**config.mk**
```make
export PLATFORM = sky130hd
export DESIGN_NAME = serial_subtractor
export DESIGN_NICKNAME = d
export VERILOG_FILES = /design/src/rtl/serial_subtractor.sv
export SDC_FILE = /design/constraint.sdc
export NUM_CORES = 1
export LEC_CHECK = 0
export ABC_CLOCK_PERIOD_IN_PS = 2510
export CAP_MARGIN = 20
export CORE_ASPECT_RATIO = 0.7
export CORE_MARGIN = 1
export CORE_UTILIZATION = 50
export CTS_CLUSTER_DIAMETER = 200
export DETAILED_ROUTE_END_ITERATION = 10
export PLACE_DENSITY = 0.76
export RECOVER_POWER = 100
export SETUP_SLACK_MARGIN = 0.15
export SYNTH_ARGS = -nofsm -noshare
export SYNTH_HDL_FRONTEND = slang
export SYNTH_SLANG_ARGS = --single-unit
```
**constraint.sdc**
```tcl
create_clock -name clk -period 2.51 [get_ports clk]
set_clock_uncertainty 0.05 [all_clocks]
set_input_delay 0.3765 -clock clk [delete_from_list [all_inputs] [get_ports clk]]
set_output_delay 0.3765 -clock clk [all_outputs]
set_load 0.01 [all_outputs]
```
**src/rtl/serial_subtractor.sv**
```systemverilog
// Bit-serial WIDTH-bit subtractor: A - B, LSB first, one bit per clock via a single full-subtractor cell.
// Optional signed-overflow output enabled by defining SERIAL_SUB_OVF_EN.
module serial_subtractor #(
   parameter int WIDTH = 8
) (
   input  logic             clk,
   input  logic             rst_n,
   input  logic             start,
   input  logic [WIDTH-1:0] a,
   input  logic [WIDTH-1:0] b,
   output logic             busy,
   output logic             done,
   output logic [WIDTH-1:0] diff,
`ifdef SERIAL_SUB_OVF_EN
   output logic             ovf,
`endif
   output logic             borrow_out
);

   localparam int CW = $clog2(WIDTH + 1);

   localparam logic [1:0] S_IDLE  = 2'd0;
   localparam logic [1:0] S_SHIFT = 2'd1;
   localparam logic [1:0] S_DONE  = 2'd2;

   logic [1:0]       state;
   logic [WIDTH-1:0] sa, sb, sd, sd_next;
   logic             br;
   logic [CW-1:0]    cnt;
   logic             d, bo, last;
`ifdef SERIAL_SUB_OVF_EN
   logic             a_msb, b_msb;
`endif

   always_comb begin
      d    = sa[0] ^ sb[0] ^ br;
      bo   = (~sa[0] & sb[0]) | (~(sa[0] ^ sb[0]) & br);
      last = (cnt == CW'(WIDTH - 1));
      // Difference bits enter at the MSB so the word is aligned after WIDTH shifts.
      sd_next            = sd >> 1;
      sd_next[WIDTH-1]   = d;
   end

   always_ff @(posedge clk) begin
      if (!rst_n) begin
         state      <= S_IDLE;
         busy       <= 1'b0;
         done       <= 1'b0;
         diff       <= '0;
         borrow_out <= 1'b0;
         sa         <= '0;
         sb         <= '0;
         sd         <= '0;
         br         <= 1'b0;
         cnt        <= '0;
`ifdef SERIAL_SUB_OVF_EN
         ovf        <= 1'b0;
         a_msb      <= 1'b0;
         b_msb      <= 1'b0;
`endif
      end else begin
         case (state)
            S_IDLE, S_DONE: begin
               done <= 1'b0;
               if (start) begin
                  sa    <= a;
                  sb    <= b;
                  sd    <= '0;
                  br    <= 1'b0;
                  cnt   <= '0;
                  busy  <= 1'b1;
                  state <= S_SHIFT;
`ifdef SERIAL_SUB_OVF_EN
                  a_msb <= a[WIDTH-1];
                  b_msb <= b[WIDTH-1];
`endif
               end else begin
                  state <= S_IDLE;
               end
            end
            S_SHIFT: begin
               sa  <= sa >> 1;
               sb  <= sb >> 1;
               sd  <= sd_next;
               br  <= bo;
               cnt <= cnt + 1'b1;
               if (last) begin
                  diff       <= sd_next;
                  borrow_out <= bo;
                  busy       <= 1'b0;
                  done       <= 1'b1;
                  state      <= S_DONE;
`ifdef SERIAL_SUB_OVF_EN
                  ovf        <= (a_msb != b_msb) && (d != a_msb);
`endif
               end
            end
            default: begin
               state <= S_IDLE;
               busy  <= 1'b0;
               done  <= 1'b0;
            end
         endcase
      end
   end

endmodule

```
==> key figures, run 1 <==
Worst setup path
  – CP delay by family, top: buffers and inverters
  – Buf/Inv on CP: 1
  – CP max FO: 2
  – Slowest CP cell: dlygate4sd3_1
  – Startpoint types: flip-flop
  – Crit path cell chain: dlygate4sd3_1
  – Worst EP required: 2080 ps
  – Worst setup EP type: output port
  – Setup CP Type: reg -> out
  – CP arrival: 1240 ps
  – Critical path's largest stage delay: a little over 600 ps

Floorplanning
  – Ports: 30
  – Die X: 73.05 um
  – # rows: 17
  – Effective utilization at floorplan: 54.29%
  – Die Area: 0.003779 mm2
  – Core area: 0.003254 mm2
  – Die H: 51.74 um

Global routing
  – Overflow after GRT: 0
  – Largest net degree at the start of global routing: 31
  – Total track usage: 19.60%
  – Global-route wire length before repair: 5671 um
  – Number of global-route vias before repair: between 1000 and 1500
  – Initial antenna violation count: 0

Yosys
  – Syn Inst Count: 187
  – Synthesis-stage register bit count: 41
  – Top post-synthesis cells by area: dfxtp_1 (46%), a21oi_1 (7.9%), nand3_1 (7.6%), a22oi_2 (7.1%), nand2_1 (5.5%)
  – Seq/Total Area, Yosys: 46.46%
  – Post-synth top area share: 46.46%
  – Most area-hungry cell type in the Yosys netlist: dfxtp_1
  – Synth cell types: 28
  – Most common cell in the netlist: dfxtp_1
  – Number of synthesized flops with an enable pin: 0
  – Synth warnings: 0
  – Synth Flop Type: dfxtp_1
  – Mean post-synth cell area: 9.448 um2
  – Post-synth ARST share: 0%
  – Syn Nets: approximately 210
  – Synthesized area: 0.001767 mm2
  – Leading cell types by count after synthesis: dfxtp_1 (41), a21oi_1 (28), nand3_1 (27)

CTS
  – Clk pin slew, worst setup/hold paths: 70 ps
  – CTS buffer count: 5
  – Clk sinks: 41
  – Setup bufs post-CTS: 0
  – Post-CTS resize count: 0
  – Hold-fix buffers at CTS: 0
  – Clock root buffer: clkbuf_8
  – H-Tree Depth: 2
  – CTS tree: done
  – Clock buffer depth: 2
  – Clock insertion delay at the later pin of the skew report: 290 ps

Hold path
  – HP Class: reg -> reg

STA
  – Final hold slack: 407.2 ps
  – Fmax: approximately 600 MHz
  – Final period util: 66.32%
  – Setup TNS: 0 ps
  – Unrepaired setup endpoints after global routing: false
  – Worst-margin pin slew: a little over 500 ps
  – Pins over their slew limit: 0
  – Max_slew headroom: 66.09%
  – Tmin final: 1665 ps
  – Final Hold Vio Count: 0
  – Final Setup Violations: 0

Final layout
  – Final #Nets: ~230
  – Finished Cell Area: 0.002123 mm2
  – Fill count: 272
  – N_diodes: 0
  – Final std cells w/o fill: 260
  – Share of layout cells above drive strength 1: 12.68%
  – Area Overhead vs Synth: 20.18%

Drt
  – Routed WL: 3365 um
  – Post-route ant nets: 0
  – Vias/cell: 5.385
  – Iter 0 DRT Violations: 93
  – DR pass1 iterations: 4
  – Drt drc: 0
  – Via count of the routed design: 1400
  – Routed WL per cell: 12.94 um

Run
  – MaxCap Viol Count: 0

Place
  – IO buf count: 29
  – Placed Area: 0.002031 mm2
  – Placed Instances: 252
  – Gp weighted congestion: 0.7523
  – Post-DP HPWL: between 2000 and 2500 um

Pwr
  – Leak pwr: 0.7696 nW
  – Power Density: 615.1 mW/mm2
  – Maximum vdd drop: 0.2779 mV

Run status
  – Outcome: finished, final reports clean
==> sequential cells by signal, summed over array words and instances, names as in the netlist <==
name        cells
sa              8
busy            1
done            1
borrow_out      1
cnt             4
diff            8
br              1
state           2
sd              7
sb              8
==> logic make-up after synthesis <==
group | share of synthesized area [%]
flip-flops | 46.46
adder cells (fa/ha/maj) | 1.841
AND/OR/NAND/NOR | 18.34
multiplexers | 5.949
buffers and inverters | 8.003
AO/OA/AOI/OAI | 19.40
==> cell type report <==
type / count / area, um2 / share of cell area (%)
Inverter: 3 / 11.26 / 0.5303
Timing Repair Buffer: 35 / 335.3 / 15.79
Multi-Input combinational cell: 126 / 795.8 / 37.48
Clock inverter: 1 / 5.005 / 0.2357
Clock buffer: 7 / 96.34 / 4.537
Tap cell: 47 / 58.81 / 2.770
Sequential cell: 41 / 820.8 / 38.66
==> through the flow <==
| stage | util (%) | total power, mW | setup WS, ps |
|---|---|---|---|
| after floorplan | - | 0.8160 | 1198 |
| after CTS | 65.51 | 1.317 | 896.7 |
| after detailed placement | 62.40 | 0.8590 | 754.7 |
| final | 65.24 | 1.306 | 845.3 |
| after global routing | 65.24 | 1.361 | 807.7 |
| after global placement | 62.40 | 0.8542 | 772.1 |
==> cell usage in the layout, fill, tap and decap left out, types with 4 or more instances in the layout <==
master and instances:
dfxtp_1 41, clkbuf_8 7, dlygate4sd3_1 12, mux2i_1 9, a22oi_1 4, nand2b_1 5
buf_4 6, clkdlybuf4s50_1 17, nand3_1 27, a22oi_2 10, nand2_1 26, a21oi_1 28
==> power breakdown <==
group / switching, mW / internal (mW)
Clock: 0.213 / 0.248
Sequential: 0.0166 / 0.674
Combinational: 0.0843 / 0.0692
Total: 0.314 / 0.992
==> path summary, 6_finish.rpt <==
kind / startpoint / endpoint / cells past startpoint / slack (ps)
worst max register to register: state[1] / cnt[0] / 4 / 1010
worst max-delay path: busy / busy / 1 / 850
worst min register to register: diff[0] / diff[0] / 2 / 410
worst min-delay path: diff[0] / diff[0] / 2 / 410
==> routing by layer <==
layer,vias up,track usage [%],part of all wire (%)
met5,-,0,0
met4,0,6.863,0.89
met3,5,4.651,4.7
met2,34,33.18,48
met1,661,24.51,47
li1,700,-,-
==> tightest hold or removal path: stages, from the launching register on <==
cell,delay (ps)
dfxtp_1,310
nand2_1,50
mux2i_1,50
No activity file was read; power rests on OpenSTA's default activity.
==> run 2: changes to the inputs <==
--- a/config.mk
+++ b/config.mk
@@ -5,7 +5,7 @@
 export SDC_FILE = /design/constraint.sdc
 export NUM_CORES = 1
 export LEC_CHECK = 0
-export ABC_CLOCK_PERIOD_IN_PS = 2510
+export ABC_CLOCK_PERIOD_IN_PS = 1550
 export CAP_MARGIN = 20
 export CORE_ASPECT_RATIO = 0.7
 export CORE_MARGIN = 1
==> constraint.sdc (replaced) <==
create_clock -name clk -period 1.55 [get_ports clk]
set_clock_uncertainty 0.05 [all_clocks]
set_input_delay 0.2325 -clock clk [delete_from_list [all_inputs] [get_ports clk]]
set_output_delay 0.2325 -clock clk [all_outputs]
set_load 0.01 [all_outputs]
==> run 2 against run 1 <==
- routed wire length increased by 8.3%
- largest cell class unchanged
- final area is 2.1% higher
- via count grew 4.8%
- die area unchanged
- critical path depth up 4
- critical endpoint is now busy
==> key figures, run 2 (same netlist as run 1, synthesis figures left out) <==
Worst setup path
  – Startpoint types: flip-flop
  – RR Endpoint: busy
  – CP max FO: 6 (+4)
  – Setup CP Type: reg -> reg
  – Worst EP required: 1740 ps (-340 ps)
  – FF-to-FF setup slack: 170 ps (-840 ps)
  – CP arrival: 1570 ps (+330 ps)
  – Reg-to-Reg Start: cnt[0]
  – Worst setup EP type: flip-flop
  – Worst r2r path cells: 5 (+1)

STA
  – Worst-margin pin slew: 281.4 ps (-227.3 ps)
  – Setup TNS: 0 ps (unchanged)
  – Final Hold Vio Count: 0 (unchanged)
  – Unrepaired setup endpoints after global routing: false
  – Max_slew headroom: 81.20% (+15 points)
  – Final period util: around nine tenths
  – Final Setup Violations: 0 (unchanged)
  – Pins over their slew limit: 0 (unchanged)
  – Tmin final: 1378 ps
  – Fmax: 725.4 MHz
  – Worst setup margin: 171.5 ps (-673.8 ps)
  – Final hold slack: 406.6 ps (-0.5820 ps)

Floorplanning
  – Effective utilization at floorplan: 54.29% (unchanged)
  – Ports: 30 (unchanged)
  – Die Area: 0.003779 mm2 (unchanged)
  – Die X: 73.05 um (unchanged)
  – # rows: 17 (unchanged)
  – Core area: 0.003254 mm2 (unchanged)
  – Die H: 51.74 um (unchanged)

Pwr
  – Maximum vdd drop: 0.5833 mV (+110%)
  – Leak pwr: 0.8160 nW (+6.0%)
  – Power Density: 1043 mW/mm2 (+70%)
  – Total power: 2.261 mW (+73%)

Place
  – Placed Instances: 253 (+0.40%)
  – Post-DP HPWL: 2325 um (+2.9%)
  – Gp weighted congestion: 0.7446 (-1.0%)
  – Pre-CTS setup slack: 13.33 ps (-741.4 ps)
  – IO buf count: 29 (unchanged)

Global routing
  – Largest net degree at the start of global routing: 31 (unchanged)
  – Number of global-route vias before repair: 1263 (-2.4%)
  – Total track usage: 20.60% (+1.0 points)
  – Global-route wire length before repair: 5782 um (+2.0%)
  – Overflow after GRT: 0 (unchanged)
  – Initial antenna violation count: 0 (unchanged)

Hold path
  – Worst Hold Launch: diff[2]
  – HP Class: reg -> reg
  – Worst Hold Path EP: diff[2]
  – Worst hold path cell count: 2 (unchanged)

CTS
  – CTS buffer count: 5 (unchanged)
  – Clock insertion delay at the later pin of the skew report: 290 ps (about the same)
  – Clk sinks: 41 (unchanged)
  – H-Tree Depth: 2 (unchanged)
  – Clock buffer depth: 2 (unchanged)
  – Clock root buffer: clkbuf_8
  – Clk pin slew, worst setup/hold paths: 80 ps (about the same)
  – Hold-fix buffers at CTS: 0 (unchanged)
  – CTS tree: done

Final layout
  – Share of layout cells above drive strength 1: 11.52% (-1.2 points)
  – N_diodes: 0 (unchanged)
  – Final #Nets: 237 (+1.7%)
  – Top Registers: diff (8), sa (8), sb (8)
  – Most frequent cells in the layout: dfxtp_1 (40), a21oi_1 (28), nand3_1 (27), nand2_1 (26), clkdlybuf4s50_1 (18)
  – Commonest non-fill, non-tap cell in the layout: dfxtp_1
  – Area Overhead vs Synth: 22.73%
  – Final std cells w/o fill: 264 (+1.5%)

Drt
  – Routed WL per cell: 13.81 um (+6.7%)
  – Vias/cell: 5.557 (+3.2%)
  – Iter 0 DRT Violations: 117 (+26%)
  – Routed WL: 3645 um (+8.3%)
  – Drt drc: 0 (unchanged)
  – Post-route ant nets: 0 (unchanged)
  – DR pass1 iterations: 4 (unchanged)
  – Via count of the routed design: 1467 (+4.8%)

Run status
  – Outcome: finished, final reports clean

Run
  – MaxCap Viol Count: 0 (unchanged)
## run 2: cell count changes in the layout (fill, tap and decap cells not counted), sizes merged
cell	previous run	this run
clkinv	1	0
and2	1	2
buf	6	8
clkbuf	7	8
dlygate4sd2	0	11
clkdlybuf4s50	17	18
dlygate4sd3	12	0
bufinv	0	1
## run 2: repair_timing
item | 4_1_cts | 5_1_grt
gates cloned | 1 | 0
gates resized for setup | 12 | 6
setup endpoints to repair | 17 | 11
setup buffers | 0 | 2
pin swaps | 0 | 0
## run 2: worst max-delay path by stage
stage	slack, ps	startpoint	to
after detailed placement	10	start	sa[2]
after CTS	160	cnt[0]	diff[3]
final	170	cnt[0]	busy
after floorplan	240	cnt[0]	borrow_out
after global placement	80	start	sa[6]
after global routing	100	cnt[0]	diff[6]
## run 2: cell type report
cell class	count	area [um2]
inverters	3	11.26
well taps	47	58.81
clock inverters	1	30.03
flip-flops and latches	41	822.0
multi-input cells	127	770.7
repair buffers	38	389.1
fillers	276	1086
clock buffers	7	86.33
## run 2: through the flow
step                      area [um2]  utilization (%)
after global placement          2076            63.78
after floorplan                 1767                -
final                           2168            66.63
after global routing            2168            66.63
after detailed placement        2076            63.78
after CTS                       2187            67.20
## run 2: power by group
group	internal (mW)	total [mW]	switching, mW
registers	1.09	1.12	0.0235
clock network	0.525	0.884	0.359
logic	0.124	0.262	0.138
total	1.74	2.26	0.520
## run 2: worst max-delay path, stage by stage, from the launching register on
cell      delay [ps]
dfxtp_1          340
ha_1             230
and3b_4          210
clkbuf_4         140
o21ai_0          180
o211a_1          170
## run 2: routing by layer
layer | track usage [%] | share of wire, %
met1 | 25.46 | 46
met2 | 33.33 | 48
met3 | 7.558 | 5.0
met4 | 6.863 | 1.2
met5 | 0 | 0
